$ cat src/rtl/mem_arbiter.sv
// Two-port round-robin arbiter and sequencer in front of a single-port data memory.
// Converts per-port req/ack handshakes into one-cycle MemRd/MemWr strobes and returns read data.
module mem_arbiter #(
  parameter int unsigned ADDR_W = 32,
  parameter int unsigned DATA_W = 32,
  parameter int unsigned DEPTH  = 1024
) (
  input  logic              clk,
  input  logic              reset,
  input  logic              a_req,
  input  logic              a_we,
  input  logic [ADDR_W-1:0] a_addr,
  input  logic [DATA_W-1:0] a_wdata,
  output logic              a_ack,
  output logic              a_err,
  input  logic              b_req,
  input  logic              b_we,
  input  logic [ADDR_W-1:0] b_addr,
  input  logic [DATA_W-1:0] b_wdata,
  output logic              b_ack,
  output logic              b_err,
  output logic [DATA_W-1:0] rdata,
  output logic [ADDR_W-1:0] mem_addr,
  output logic [DATA_W-1:0] mem_data_in,
  output logic              mem_rd,
  output logic              mem_wr,
  input  logic [DATA_W-1:0] mem_data_out,
  output logic              busy,
  output logic              owner
);

  typedef enum logic [1:0] {
    IDLE,
    ISSUE,
    WAIT,
    ACK
  } state_e;

  localparam logic [ADDR_W:0] DEPTH_X = (ADDR_W+1)'(DEPTH);

  state_e            state_q;
  logic              last_grant_q;   // 1 = B was granted last
  logic              owner_q;
  logic              we_q;
  logic              in_range_q;
  logic [ADDR_W-1:0] addr_q;
  logic [DATA_W-1:0] wdata_q;
  logic [DATA_W-1:0] rdata_q;
  logic              a_ack_q;
  logic              b_ack_q;
  logic              a_err_q;
  logic              b_err_q;
  logic              busy_q;

  logic              grant_b_d;
  logic [ADDR_W-1:0] sel_addr_d;
  logic [DATA_W-1:0] sel_wdata_d;
  logic              sel_we_d;
  logic              in_range_d;

  always_comb begin
    grant_b_d = 1'b0;
    if (a_req && b_req) begin
      grant_b_d = ~last_grant_q;
    end else if (b_req) begin
      grant_b_d = 1'b1;
    end
    sel_addr_d  = grant_b_d ? b_addr  : a_addr;
    sel_wdata_d = grant_b_d ? b_wdata : a_wdata;
    sel_we_d    = grant_b_d ? b_we    : a_we;
    in_range_d  = ({1'b0, sel_addr_d} < DEPTH_X);
  end

  always_ff @(posedge clk) begin
    if (reset) begin
      state_q      <= IDLE;
      last_grant_q <= 1'b1;
      owner_q      <= 1'b0;
      we_q         <= 1'b0;
      in_range_q   <= 1'b1;
      addr_q       <= '0;
      wdata_q      <= '0;
      rdata_q      <= '0;
      a_ack_q      <= 1'b0;
      b_ack_q      <= 1'b0;
      a_err_q      <= 1'b0;
      b_err_q      <= 1'b0;
      busy_q       <= 1'b0;
    end else begin
      a_ack_q <= 1'b0;
      b_ack_q <= 1'b0;
      a_err_q <= 1'b0;
      b_err_q <= 1'b0;
      case (state_q)
        IDLE: begin
          if (a_req || b_req) begin
            owner_q      <= grant_b_d;
            last_grant_q <= grant_b_d;
            addr_q       <= sel_addr_d;
            wdata_q      <= sel_wdata_d;
            we_q         <= sel_we_d;
            in_range_q   <= in_range_d;
            busy_q       <= 1'b1;
            state_q      <= ISSUE;
          end
        end
        ISSUE: begin
          if (!in_range_q || we_q) begin
            // Acks are registered, so they are raised on the transition into ACK.
            if (!in_range_q) begin
              rdata_q <= '0;
            end
            a_ack_q <= ~owner_q;
            b_ack_q <= owner_q;
            a_err_q <= ~owner_q & ~in_range_q;
            b_err_q <= owner_q & ~in_range_q;
            state_q <= ACK;
          end else begin
            state_q <= WAIT;
          end
        end
        WAIT: begin
          rdata_q <= mem_data_out;
          a_ack_q <= ~owner_q;
          b_ack_q <= owner_q;
          state_q <= ACK;
        end
        ACK: begin
          busy_q  <= 1'b0;
          state_q <= IDLE;
        end
        default: begin
          busy_q  <= 1'b0;
          state_q <= IDLE;
        end
      endcase
    end
  end

  // Strobes are decoded from the registered state and suppressed during reset.
  assign mem_rd      = (state_q == ISSUE) && !we_q && in_range_q && !reset;
  assign mem_wr      = (state_q == ISSUE) &&  we_q && in_range_q && !reset;
  assign mem_addr    = addr_q;
  assign mem_data_in = wdata_q;
  assign rdata       = rdata_q;
  assign a_ack       = a_ack_q;
  assign b_ack       = b_ack_q;
  assign a_err       = a_err_q;
  assign b_err       = b_err_q;
  assign busy        = busy_q;
  assign owner       = owner_q;

endmodule

$ cat config.mk
export PLATFORM = sky130hd
export DESIGN_NAME = mem_arbiter
export DESIGN_NICKNAME = d
export VERILOG_FILES = /design/src/rtl/mem_arbiter.sv
export SDC_FILE = /design/constraint.sdc
export NUM_CORES = 1
export LEC_CHECK = 0
export BUFFER_PORTS_ARGS = -buffer_cell sky130_fd_sc_hd__buf_2
export CAP_MARGIN = 20
export CORE_UTILIZATION = 25
export CTS_BUF_LIST = sky130_fd_sc_hd__clkbuf_4 sky130_fd_sc_hd__clkbuf_8 sky130_fd_sc_hd__clkbuf_16
export CTS_CLUSTER_DIAMETER = 100
export CTS_CLUSTER_SIZE = 8
export DETAILED_ROUTE_END_ITERATION = 12
export SYNTH_ARGS = -nofsm -noshare
export SYNTH_HDL_FRONTEND = slang
export SYNTH_SLANG_ARGS = --single-unit
export TNS_END_PERCENT = 20
$ cat constraint.sdc
create_clock -name clk -period 1.78 [get_ports clk]
set_input_delay 0.356 -clock clk [delete_from_list [all_inputs] [get_ports clk]]
set_output_delay 0.356 -clock clk [all_outputs]
set_load 0.03 [all_outputs]
# Word level (Yosys, flattened, before mapping)
# Index checks and enable logic that the tools add are counted.
[word_totals] mem_bits_ro=0 latchBits=0 n_memories=0 reg_bits=107 ram_bits=0
[op_classes] n_lt_le_gt_ge=1 shifts=0 add_sub_neg=0 n_bitwise=7 mul=0 div_mod_pow=0 n_reduce_logical=19 n_mux=17 n_eq_ne=6
[ops] op="2-to-1 mux 32 bit" count=4
[ops] op="case mux 32 bit (2 select lines)" count=1
[ops] op="less-than comparator 32 x 11 -> 1 bit (second input constant)" count=1
[ops] op="case mux 2 bit (4 select lines)" count=1
[ops] op="logical AND 1 bit" count=7
[ops] op="2-to-1 mux 1 bit" count=7
[ops] op="!= test 2 bit (second input constant)" count=3
[ops] op="case mux 1 bit (2 select lines)" count=3
[ops] op="NOT 1 bit" count=5
[ops] op="== test 2 bit (second input constant)" count=2
[ops] op="AND reduction 2 bit" count=2
[ops] op="nonzero test 2 bit" count=2
[ops] op="zero test 1 bit" count=3
[ops] op="AND reduction 3 bit" count=1
[ops] op="OR reduction 3 bit" count=1
[ops] op="bitwise AND 1 bit" count=2
[ops] op="== test 2 x 1 -> 1 bit (second input constant)" count=1
[ops] op="zero test 2 bit" count=1
[ops] op="logical OR 1 bit" count=2
[ops] op="2-to-1 mux 2 bit" count=1

# Logic depth before layout (Yosys ltp)
[depth] depth_word=4 depth_mapped=7 mapped_depth_nobuf=6

# Worst setup path before layout
# Ideal clock, no wire load.
[synth_path] path_kind="register -> output" start="reg state_q[1]" end="out mem_rd" stages_incl_launch_ff=6 n_path_buf=0 slack_ps=114 t_arrival_ps=1310 cell_sequence="dfxtp_1 -> inv_1 -> ha_1 -> nor2b_1 -> nand2_1 -> nor2_1"
[synth_between] elab_chain_len=4
[synth_lines] item="start, declared" line_no="41" rtl="state_e state_q;"
[synth_lines] item="start signal, assigned" line_no="76" rtl="state_q <= IDLE;"
[synth_lines] item="start signal, assigned" line_no="104" rtl="state_q <= ISSUE;"
[synth_lines] item="start signal, assigned" line_no="117" rtl="state_q <= ACK;"
[synth_lines] item="== test 2 x 1 -> 1 bit" line_no="141" rtl="assign mem_rd = (state_q == ISSUE) && !we_q && in_range_q && !reset;"
[synth_lines] item="logical AND 1 bit (3 in series)" line_no="141"
[synth_lines] item="end, declared" line_no="25" rtl="output logic mem_rd,"
# Every way passes these cells.

# Final worst setup path
[layout_path] start="reg state_q[1]" end="out mem_wr"
[layout_between] elab_chain_len=4
[layout_lines] item="== test 2 x 1 -> 1 bit" line_no="142" rtl="assign mem_wr = (state_q == ISSUE) && we_q && in_range_q && !reset;"
[layout_lines] item="logical AND 1 bit (3 in series)" line_no="142"
[layout_lines] item="end, declared" line_no="26" rtl="output logic mem_wr,"
# Every way passes these cells.

==> reports/summary.txt <==
========================================================================================================
Result of the run                                                                           finished, final reports clean
I/O pin count                                                                                        270
Leading cell type by number of instances after synthesis                                         nand2_1
Leading register cell type out of synthesis                                                      dfxtp_1
Cts bufs inserted                                                                                      9
CP Launch Type                                                                                 flip-flop
Post-route insts no fill                                                                            1018
Sink count of the clock tree                                                                         107
Total power                                                                                      11.2 mW
Kind of critical path                                                                       flip-flop to output port
Max-cap violation count                                                                                0
Synth Instances                                                                                      537
Global routing usage summed across all routing layers                                              15.2%
Most common library cells after synthesis                                                   nand2_1 (130), dfxtp_1 (107), nor2_1 (104), a311oi_1 (54), a22oi_1 (33)
Cell type with the highest aggregate area in the netlist                                         dfxtp_1
Remaining max-slew budget at the tightest pin                                                      68.2%
First-pass GRT wire length                                                                      22200 um
Worst Setup End Kind                                                                         output port
Maximum buffer depth of the clock tree                                                                 2
Chip width                                                                                        137 um
Worst Max-Slew Pin Slew                                                                         0.476 ns
Number of distinct library cell variants in the gate-level netlist after synthesis                    36
Post-synth EDFFs                                                                                       0
Total gr overflow                                                                                      0
Proportion of synthesized flip-flops having asynchronous set or reset                                 0%
Final-stage net count                                                                                958
Synth Net Count                                                                                      708
Clk_lat worst skew                                                                               0.34 ns
Portion of synthesized cell area occupied by the leading cell type                                 47.3%
Met1 wire length                                                                                 6310 um
Number of vias per cell after detailed routing                                                      4.65
Setup-failing EPs final                                                                                0
Setup repair after global routing missed its margin                                                  yes
Achievable frequency                                                                           0.586 GHz
# hold bufs at CTS                                                                                     0
Initial core utilization                                                                           25.9%
Count of H-tree levels built during CTS                                                                3
Post-synthesis cell area                                                                      4520 sq um
Number of vias after detailed routing                                                               4737
Routed wire length                                                                              14400 um
Total number of placement rows                                                                        48
Number of antenna violations at the first check in global routing                                      1
Largest stage delay on the critical path                                                         0.35 ns
First-pass iteration count of the detailed router                                                      4
Register bit total from synthesis                                                                    107
Die Span Y                                                                                        137 um
Die outline area                                                                             18600 sq um
Library cell contributing the largest single delay on the critical path                          dfxtp_4
Leak Pwr                                                                                         3.07 nW
Final Util                                                                                         37.1%
Warnings, synthesis                                                                                    0
Worst voltage drop across the vdd grid                                                            738 uV
Synthesized area divided by synthesized cell count                                            8.43 sq um
Area inside the core boundary                                                                17500 sq um
Port Buffers                                                                                         269
Layout Skew                                                                                   0.00809 ns
Residual DRC                                                                                           0
Count of final max-slew check failures                                                                 0
Cell-by-cell trace of the critical path                                                     inv_4 > ha_4 > nor2b_4 > and3_1 > buf_6
Amount of wire on met2 after detailed routing                                                    6710 um
Sequential element share of the synthesized area                                                   47.3%
Syn-to-layout area delta                                                                           43.3%
Setup Slack @ Placement                                                                         0.147 ns
Routed len/inst                                                                                  14.1 um
Final setup slack of the worst path                                                            0.0743 ns
Pwr dens                                                                                    1730 nW/um^2
Top layer reached by signal wires                                                                   met4
Post-route fraction of the period consumed by the critical path                                    95.8%
Initial drt markers                                                                                  187
Number of antenna-violating nets in the routed design                                                  0
Met3 wire length                                                                                 1130 um
DP HPWL                                                                                         10200 um
Cells after DPL                                                                                      999
Type of the most critical hold path                                                         input port to flip-flop
Via count of the first global-routing pass                                                          4439
Final number of hold-violating endpoints                                                               0
Clock Tree Root                                                                                clkbuf_16
Final weighted congestion of routability-driven global placement                                   0.810
Synth top area cells                                                                        dfxtp_1 (47%), nand2_1 (11%), a311oi_1 (10%)
Total Negative Setup Slacks                                                                         0 ns
Highest net fanout along the worst path                                                                4
Post-CTS clock slew at the launch and capture registers of the worst setup and hold paths        0.07 ns
Number of filler instances in the final layout                                                      1830
TritonCTS clock tree                                                                                 yes
Endpoint arrival time on the critical path                                                       1.35 ns
Fraction of layout instances using a drive strength above 1                                        41.0%
Largest net degree at the start of global routing                                                     90
Final critical-path required period                                                              1.71 ns
Critical Path RT                                                                                 1.42 ns
========================================================================================================
[critical path, delay by kind of cell (launching register included)]
family | cells | cell delay (ns)
adder cells (fa/ha/maj) | 1 | 0.12
buffers and inverters | 2 | 0.19
flip-flops | 1 | 0.35
AND/OR/NAND/NOR | 2 | 0.34
[routing by layer]
metal | vias up | global-route usage, %
met5 | - | 0
met4 | 0 | 6.05
met1 | 2134 | 18.5
met3 | 20 | 3.93
li1 | 2402 | -
met2 | 181 | 25.6
[per-stage QoR]
step	instance area [sq um]	hold WS, ns
global placement	6130	0.472
finish	6480	0.258
floorplan	4520	0.493
global route	6480	0.256
CTS	6460	0.242
detailed placement	6130	0.477
[final cells by class]
class | instances | area, sq um | area share (%)
Timing Repair Buffer | 285 | 1570 | 24.2
Inverter | 5 | 21.3 | 0.328
Multi-Input combinational cell | 379 | 2170 | 33.5
Clock buffer | 11 | 253 | 3.90
Sequential cell | 107 | 2150 | 33.1
Antenna cell | 1 | 2.50 | 0.0386
Tap cell | 225 | 282 | 4.34
Clock inverter | 5 | 36.3 | 0.560
[path summary, 6_finish.rpt]
| path | startpoint | to | slack, ns | cells past startpoint |
|---|---|---|---|---|
| setup / recovery | state_q[1]$_SDFFE_PP0P_ | mem_wr | 0.07 | 5 |
| hold / removal | mem_data_out[12] | rdata[12]$_SDFFE_PP0P_ | 0.26 | 3 |
| setup reg to reg | state_q[1]$_SDFFE_PP0P_ | mem_data_in[4]$_SDFFE_PP0P_ | 0.19 | 7 |
| hold reg to reg | mem_data_in[21]$_SDFFE_PP0P_ | mem_data_in[21]$_SDFFE_PP0P_ | 0.49 | 2 |
[cells in the final DEF (no fill, tap or decap), types with 2 or more instances in the layout]
master,n
buf_2,266
nand2_1,129
dfxtp_1,105
nor2_1,103
a311oi_1,54
a22oi_1,33
a311oi_2,10
buf_4,10
clkbuf_16,9
nor4_1,8
buf_12,7
inv_1,4
a21oi_1,4
ha_1,4
nor3_1,3
a31oi_1,3
and3_1,2
nor3b_1,2
and4_1,2
clkbuf_8,2
clkinv_4,2
clkinv_2,2
buf_6,2
dfxtp_4,2
[cells by family after synthesis]
| kind of cell | synth area share [%] |
|---|---|
| AO/OA/AOI/OAI | 22.0 |
| adder cells (fa/ha/maj) | 1.38 |
| buffers and inverters | 5.81 |
| flip-flops | 47.3 |
| multiplexers | 0.442 |
| AND/OR/NAND/NOR | 23.0 |
[flip-flops by register name (all words and copies together) (netlist names)]
signal and flops:
in_range_q 1, rdata 32, mem_data_in 32, we_q 1, owner 1, a_err 1, a_ack 1, b_ack 1
busy 1, last_grant_q 1, state_q 2, b_err 1, mem_addr 32
[report_power, final]
| part | switching [mW] | internal [mW] | total [mW] |
|---|---|---|---|
| logic | 3.67 | 1.94 | 5.61 |
| clock network | 0.922 | 1.03 | 1.95 |
| registers | 0.430 | 3.21 | 3.64 |
| total | 5.02 | 6.18 | 11.2 |
[repair_timing]
action | CTS | global route
hold endpoints to repair | 0 | 0
resized for setup | 11 | 7
setup endpoints to repair | 2 | 2
buffers inserted | 2 | 0
pin swaps | 1 | 1
Power figures use the tool's default switching activity.
